**src/rtl/rocc_resp_tracker.sv**
```systemverilog
`default_nettype none
// ============================================================================
// Module   : rocc_resp_tracker
// Purpose  : Tracks in-order transaction IDs of response-bearing RoCC commands
//            and pairs each accelerator response with the oldest live ID. The
//            pair is presented on a one-entry writeback register. After a
//            flush, responses still owed for flushed commands are absorbed by
//            a drain counter so that they never reach writeback.
// Ports    :
//   clk_i, rst_i          clock (rising edge), asynchronous active-high reset
//   flush_i               pipeline flush
//   cmd_fire_i/cmd_xd_i   command accepted / command returns a result
//   cmd_trans_id_i        ID of the accepted command
//   full_o                no further response-bearing command may be accepted
//   resp_valid_i/_data_i  accelerator response; resp_ready_o accepts it
//   wb_valid_o/_trans_id_o/_result_o, wb_ready_i   writeback handshake
//   outstanding_o         live entries in the ID FIFO
//   spurious_o            pulse: response dropped with no owner
//   overflow_o            pulse: push attempted while full
// Revision : 1.0 - initial release
// ============================================================================
module rocc_resp_tracker #(
  parameter int DEPTH         = 4,
  parameter int TRANS_ID_BITS = 3
) (
  input  logic                         clk_i,
  input  logic                         rst_i,
  input  logic                         flush_i,
  input  logic                         cmd_fire_i,
  input  logic                         cmd_xd_i,
  input  logic [TRANS_ID_BITS-1:0]     cmd_trans_id_i,
  output logic                         full_o,
  input  logic                         resp_valid_i,
  input  logic [63:0]                  resp_data_i,
  output logic                         resp_ready_o,
  output logic                         wb_valid_o,
  output logic [TRANS_ID_BITS-1:0]     wb_trans_id_o,
  output logic [63:0]                  wb_result_o,
  input  logic                         wb_ready_i,
  output logic [$clog2(DEPTH):0]       outstanding_o,
  output logic                         spurious_o,
  output logic                         overflow_o
);

  localparam int c_ptr_w = $clog2(DEPTH);
  localparam int c_cnt_w = c_ptr_w + 1;
  // One extra bit so that drain + outstanding + push never wraps.
  localparam int c_sum_w = c_cnt_w + 1;

  logic [TRANS_ID_BITS-1:0] r_fifo [DEPTH];
  logic [c_ptr_w-1:0]       r_wr_ptr;
  logic [c_ptr_w-1:0]       r_rd_ptr;
  logic [c_cnt_w-1:0]       r_count;
  logic [c_cnt_w-1:0]       r_drain;
  logic                     r_wb_valid;
  logic [TRANS_ID_BITS-1:0] r_wb_id;
  logic [63:0]              r_wb_data;
  logic                     r_spurious;
  logic                     r_overflow;

  logic                     w_full;
  logic                     w_resp_ready;
  logic                     w_push;
  logic                     w_overflow;
  logic                     w_accept;
  logic                     w_pop;
  logic                     w_drain_dec;
  logic                     w_spurious;
  logic [c_sum_w-1:0]       w_occupancy;
  logic [c_sum_w-1:0]       w_flush_sum;
  logic [c_cnt_w-1:0]       w_flush_drain;

  always_comb begin
    w_occupancy   = {1'b0, r_count} + {1'b0, r_drain};
    w_full        = (w_occupancy == c_sum_w'(DEPTH));
    w_resp_ready  = ~r_wb_valid | wb_ready_i;

    w_push        = cmd_fire_i & cmd_xd_i & ~w_full;
    w_overflow    = cmd_fire_i & cmd_xd_i & w_full;
    w_accept      = resp_valid_i & w_resp_ready;

    // Owed responses for flushed commands are consumed before any live ID.
    // The head ID comes from registered state only, so an ID pushed this
    // cycle can never be matched by a response in the same cycle.
    w_drain_dec   = w_accept & ~flush_i & (r_drain != '0);
    w_pop         = w_accept & ~flush_i & (r_drain == '0) & (r_count != '0);
    w_spurious    = w_accept & ~flush_i & (r_drain == '0) & (r_count == '0);

    // On flush every live or just-pushed ID becomes an owed response; a
    // response accepted in the flush cycle pays one of them off.
    w_flush_sum   = w_occupancy + c_sum_w'(w_push);
    if (w_accept && (w_flush_sum != '0)) begin
      w_flush_sum = w_flush_sum - c_sum_w'(1);
    end
    if (w_flush_sum > c_sum_w'(DEPTH)) begin
      w_flush_drain = c_cnt_w'(DEPTH);
    end else begin
      w_flush_drain = w_flush_sum[c_cnt_w-1:0];
    end
  end

  // ID storage needs no reset: entries are only read behind a valid count.
  always_ff @(posedge clk_i) begin
    if (w_push) begin
      r_fifo[r_wr_ptr] <= cmd_trans_id_i;
    end
  end

  always_ff @(posedge clk_i or posedge rst_i) begin
    if (rst_i) begin
      r_wr_ptr   <= '0;
      r_rd_ptr   <= '0;
      r_count    <= '0;
      r_drain    <= '0;
      r_wb_valid <= 1'b0;
      r_wb_id    <= '0;
      r_wb_data  <= '0;
      r_spurious <= 1'b0;
      r_overflow <= 1'b0;
    end else begin
      r_spurious <= w_spurious;
      r_overflow <= w_overflow;
      if (flush_i) begin
        r_wr_ptr   <= '0;
        r_rd_ptr   <= '0;
        r_count    <= '0;
        r_drain    <= w_flush_drain;
        r_wb_valid <= 1'b0;
      end else begin
        if (w_push) begin
          r_wr_ptr <= r_wr_ptr + c_ptr_w'(1);
        end
        if (w_pop) begin
          r_rd_ptr <= r_rd_ptr + c_ptr_w'(1);
        end
        r_count <= r_count + c_cnt_w'(w_push) - c_cnt_w'(w_pop);
        if (w_drain_dec) begin
          r_drain <= r_drain - c_cnt_w'(1);
        end
        if (w_pop) begin
          r_wb_valid <= 1'b1;
          r_wb_id    <= r_fifo[r_rd_ptr];
          r_wb_data  <= resp_data_i;
        end else if (wb_ready_i) begin
          r_wb_valid <= 1'b0;
        end
      end
    end
  end

  assign full_o        = w_full;
  assign resp_ready_o  = w_resp_ready;
  assign wb_valid_o    = r_wb_valid;
  assign wb_trans_id_o = r_wb_id;
  assign wb_result_o   = r_wb_data;
  assign outstanding_o = r_count;
  assign spurious_o    = r_spurious;
  assign overflow_o    = r_overflow;

endmodule
`default_nettype wire

```
**config.mk**
```make
export PLATFORM = sky130hd
export DESIGN_NAME = rocc_resp_tracker
export DESIGN_NICKNAME = d
export VERILOG_FILES = /design/src/rtl/rocc_resp_tracker.sv
export SDC_FILE = /design/constraint.sdc
export NUM_CORES = 1
export LEC_CHECK = 0
export BUFFER_PORTS_ARGS = -buffer_cell sky130_fd_sc_hd__buf_4
export CORE_MARGIN = 1.5
export CORE_UTILIZATION = 53
export CTS_CLUSTER_SIZE = 24
export DETAILED_ROUTE_END_ITERATION = 12
export PLACE_DENSITY = 0.85
export SYNTH_ARGS = -nofsm -noshare
export SYNTH_HDL_FRONTEND = slang
export SYNTH_SLANG_ARGS = --single-unit
```
**constraint.sdc**
```tcl
create_clock -name clk_i -period 8.9 [get_ports clk_i]
set_clock_uncertainty 0.05 [all_clocks]
set_input_delay 1.78 -clock clk_i [delete_from_list [all_inputs] [get_ports clk_i]]
set_output_delay 1.78 -clock clk_i [all_outputs]
set_load 0.03 [all_outputs]
```
---- Yosys cells after proc, flatten, opt, wreduce, memory -nomap -nowiden ----
Memories as Yosys holds them, arrays and structs flattened. A register that Yosys moved wholly into a read port is not among the register bits.
Index checks and enable logic that the tools add are counted.
cells by class
  $add $sub $neg .......................... 8
  $lt $le $gt $ge ......................... 1
  equal/unequal tests ..................... 1
  multiplexer cells ....................... 14
  bitwise gates (word level) .............. 13
  reduce and logical (&&, ||, !) cells .... 11
operators by type and width
  kind                                                                             count
  3-bit 2-to-1 mux                                                                 4
  1-bit bitwise AND                                                                9
  3-bit nonzero test                                                               3
  2-bit 2-to-1 mux                                                                 4
  3-bit zero test                                                                  2
  2-bit nonzero test                                                               3
  1-bit 2-to-1 mux                                                                 5
  2-bit by 1-bit adder with 2-bit output, second input constant                    2
  3-bit by 3-bit adder with 4-bit output                                           1
  4-bit by 1-bit adder with 4-bit output                                           1
  4-bit by 3-bit equality test with 1-bit output, second input constant            1
  4-bit by 3-bit greater-than comparator with 1-bit output, second input constant  1
  4-bit 2-to-1 mux                                                                 1
  4-bit nonzero test                                                               1
  4-bit by 1-bit subtractor with 4-bit output, second input constant               1
  3-bit by 1-bit adder with 3-bit output                                           1
  1-bit inverter                                                                   3
  3-bit by 1-bit subtractor with 3-bit output                                      1
  3-bit by 1-bit subtractor with 3-bit output, second input constant               1
  2-bit AND reduction                                                              1
  1-bit logical AND                                                                1
  1-bit OR                                                                         1
storage, ports and cells
  bits in registers ....................... 77
  bits in writable memories ............... 12
  output and inout bits ................... 75
  logic and storage cells ................. 57
  memories ................................ 1
memory list
  name    depth  width  rd ports  clocked after Yosys merged registers in  wr ports  line  source
  r_fifo  4      3      1         1                                        1         50    logic [TRANS_ID_BITS-1:0] r_fifo [DEPTH];

---- Longest topological paths before layout ----
  depth after elaboration ................. 11
  mapped depth ............................ 14

---- Worst setup path before layout ----
Ideal clock, no wire load.
  path type ............................... input port to flip-flop
  start ................................... input port wb_ready_i
  end ..................................... register r_count[2] (netlist: outstanding_o[2])
  data arrival time ....................... 4.533 ns
  data required time ...................... 8.719 ns
  slack ................................... 4.185 ns
  stages on the path ...................... 13
  buffers on the path ..................... 1
  cell sequence ........................... nand2b_1 > nand2_1 > or4_1 > inv_2 > clkbuf_1 > ha_1 > inv_1 > ha_1 > inv_1 > fa_1 > xor2_1 > xnor2_1 > nor2_1
on the way
  cells in the longest elaborated chain, start to end .. 7
RTL lines
  item                                         line  source
  from (decl)                                  39    input logic wb_ready_i,
  1-bit OR                                     76    w_resp_ready = ~r_wb_valid | wb_ready_i;
  1-bit bitwise AND                            80    w_accept = resp_valid_i & w_resp_ready;
  1-bit bitwise AND (3 in series)              86    w_pop = w_accept & ~flush_i & (r_drain == '0) & (r_count != '0);
  3-bit by 1-bit subtractor with 3-bit output  136   r_count <= r_count + c_cnt_w'(w_push) - c_cnt_w'(w_pop);
  3-bit 2-to-1 mux                             123   if (flush_i) begin
  to (signal assigned)                         136
  to (decl)                                    53    logic [c_cnt_w-1:0] r_count;
No other way between the ends.
A chain may end at the register's enable or synchronous reset.

---- Worst setup path in the final report ----
Ends and elaborated chain as after synthesis.

==> results by group <==
Min path
  • Class of the worst hold path: reg2reg
  • Hold Path Depth: 2

STA
  • Final Max Slew Viols: 0
  • Min cycle time layout: 5.751 ns
  • Final period util: 0.6462
  • Rel. slew slack: 0.2062
  • Worst Tran Pin Value: 1.191 ns
  • Worst Hold Slack: 0.4301 ns
  • Final hold viol count: 0
  • RSZ-0062 raised after global routing: false
  • Final Setup Violations: 0
  • Fmax: 173.9 MHz
  • Setup TNS Final: 0 ns

Floorplanning
  • Boundary pin count: 149
  • Die ar.: 0.008168 mm2
  • CORE AREA: 0.007331 mm2
  • Die height: 90.38 um
  • Row cnt: 31
  • Die Span X: 90.38 um
  • Initial core utilization: 0.5520

Pwr
  • VDD IR max: 0.2548 mV
  • Leakage power: 2.868 nW
  • PwrDens: 351.3 mW/mm2

Critical path
  • Arrival @ worst endpoint: 5.94 ns
  • WP depth: 13
  • CP Capture Type: flop
  • Critical Path RT: 9.09 ns
  • Startpoint Class: input port
  • Slowest stage delay, CP: 1.25 ns
  • CP Class: in2reg
  • CP max-delay cell: or4_2
  • Buf/Inv on CP: 4
  • Reg2reg path depth: 12
  • Critical Path, Cell by Cell: buf_4 -> nand2b_1 -> nand2_1 -> or4_2 -> inv_2 -> ha_1 -> inv_1 -> ha_1 -> inv_1 -> fa_1 -> xor2_1 -> xnor2_1 -> nor2_1
  • Crit-path max FO: 70
  • CP top delay family: simple AND/OR/NAND/NOR gates

Layout
  • Most common cell after layout, fill and taps aside: nand2_1
  • Finished Cell Area: 0.005401 mm2
  • Area grow syn2layout: 33.49%
  • Filler cell count: 526
  • Final Util: 0.7368
  • # diodes: 0
  • Cell Count, Final, Fillers Out: 664
  • Layout cells sized above 1: 0.3186
  • Nets: 649
  • Most frequent cells in the layout: nand2_1, buf_4, dfrtp_1, ha_1

CTS
  • CTS sink cnt: 92
  • CTS tree: built
  • Setup Buffers After CTS: 0
  • Clock latency on the worst-skew pair: 0.35 ns
  • CTS Buf Count: 9
  • H-tree depth: 3
  • Post-CTS resize count: 0
  • Clock Path Buffers: 2
  • # hold bufs at CTS: 0
  • Clock-pin slew on the worst setup and hold paths: 0.09 ns
  • Root Driver: clkbuf_8

Routing
  • DRT Pass-1 Iters: 5
  • DR vias/cell: 4.989
  • DR DRC count: 0
  • Antenna viol nets, final: 0
  • WL/cell: 14.08 um
  • Final wirelength: 9.352 mm
  • Routed vias: 3,313
  • Initial DRC Count: 138

Global routing
  • Global-route wire length before repair: 15.35 mm
  • Vias in the first global route: 3,159
  • Total Routing Usage GR: 0.2367
  • Largest net degree at the start of global routing: 81
  • Gr ovfl total: 0
  • Initial antenna violation count: 0

Logic synthesis
  • Synthesized Nets: 505
  • Synth Cell Area: 0.004046 mm2
  • Synth Register Bits: 92
  • Cells after Synth: 416
  • Synth Flop Type: dfrtp_1
  • YS warnings: 0
  • Register area share after synthesis: 0.5838
  • Mean Syn Cell Area: 9.727 um2
  • Netlist cell types: 40
  • EDFF count, synth: 12
  • Async set-reset flop share out of synthesis: 0.8696

Placed design
  • Post-DP HPWL: 6.869 mm
  • IO buf count: 148
  • Area post-placement: 0.005225 mm2
  • Dpl cells: 648
  • Final Wtd Congestion: 0.8784

Flow run
  • Max-Cap Viols: 0

Run status
  • Status: complete, no violations
kinds of logic after synthesis:
kind of cell	after synthesis	share of synthesized area
AOI/OAI and AO/OA	21	0.03711
xor gates and xnor gates	12	0.02783
muxes	9	0.03308
DFF	92	0.5838
adders and majority gates	15	0.05009
and+or+nand+nor	237	0.2387
buffers and inverters	30	0.02937
layout make-up:
type                            count  area, um2  share of cell area
Sequential cell                    92       2362              0.4373
Multi-Input combinational cell    294       1567              0.2900
Clock buffer                       10      127.6             0.02363
Tap cell                           99      123.9             0.02293
Clock inverter                      6      48.80            0.009034
Timing Repair Buffer              149       1119              0.2071
Inverter                           14      53.80            0.009961
state kept, by name, indices dropped and copies added (netlist names):
signal	count
r_drain	3
wb_trans_id_o	3
r_rd_ptr	2
wb_result_o	64
overflow_o	1
spurious_o	1
r_fifo	12
r_wr_ptr	2
outstanding_o	3
wb_valid_o	1
worst register-to-register path, stage by stage (launching register included):
cell and delay (ns):
dfrtp_1 0.38, nand2b_1 0.18, nand2_1 0.21, or4_2 1.25, inv_2 1.04, ha_1 0.39
inv_1 0.06, ha_1 0.13, inv_1 0.05, fa_1 0.37, xor2_1 0.18, xnor2_1 0.14
nor2_1 0.05
per-layer routing:
layer,routed length [um],up-vias,GRT usage
met5,0,-,0
met2,4547,123,0.3883
met3,496,20,0.04040
li1,-,1612,-
met4,267,0,0.09921
met1,4040,1558,0.3129
report_power, final:
| part | internal [mW] | total, mW | switching (mW) |
|---|---|---|---|
| sequential | 0.574 | 0.662 | 0.0885 |
| clock | 0.103 | 0.249 | 0.146 |
| combinational | 0.374 | 0.986 | 0.612 |
| total | 1.05 | 1.90 | 0.847 |
cell usage after synthesis, drive strengths merged, types with 3 or more instances:
| cell type | instances | area share |
|---|---|---|
| xnor2 | 8 | 0.019 |
| nor2 | 11 | 0.010 |
| clkbuf | 11 | 0.010 |
| o21ai | 5 | 0.0062 |
| buf | 5 | 0.0062 |
| mux4 | 3 | 0.017 |
| a21oi | 6 | 0.0074 |
| nand2 | 201 | 0.19 |
| xor2 | 4 | 0.0087 |
| nor3 | 3 | 0.0049 |
| mux2 | 5 | 0.014 |
| edfxtp | 12 | 0.089 |
| ha | 13 | 0.040 |
| nand2b | 3 | 0.0046 |
| and2 | 6 | 0.0093 |
| dfrtp | 80 | 0.49 |
| a31oi | 3 | 0.0046 |
| inv | 14 | 0.013 |
path summary, 6_finish.rpt:
path / start / endpoint / slack [ns]
worst max-delay path: wb_ready_i / outstanding_o[2] / 3.15
worst min-delay path: wb_result_o[2] / wb_result_o[2] / 0.43
worst max register to register: wb_valid_o / outstanding_o[2] / 4.31
worst min register to register: wb_result_o[2] / wb_result_o[2] / 0.43
max in group asynchronous: rst_i / wb_result_o[49] / 6.47
min in group asynchronous: rst_i / wb_result_o[38] / 1.67
through the flow:
step / total power, mW / setup slack [ns]
after detailed placement: 1.661 / 2.742
after CTS: 1.911 / 3.113
after global routing: 2.016 / 2.822
after global placement: 1.633 / 2.826
after floorplan: 1.301 / 4.185
final: 1.898 / 3.149
No activity file was read; power rests on OpenSTA's default activity.
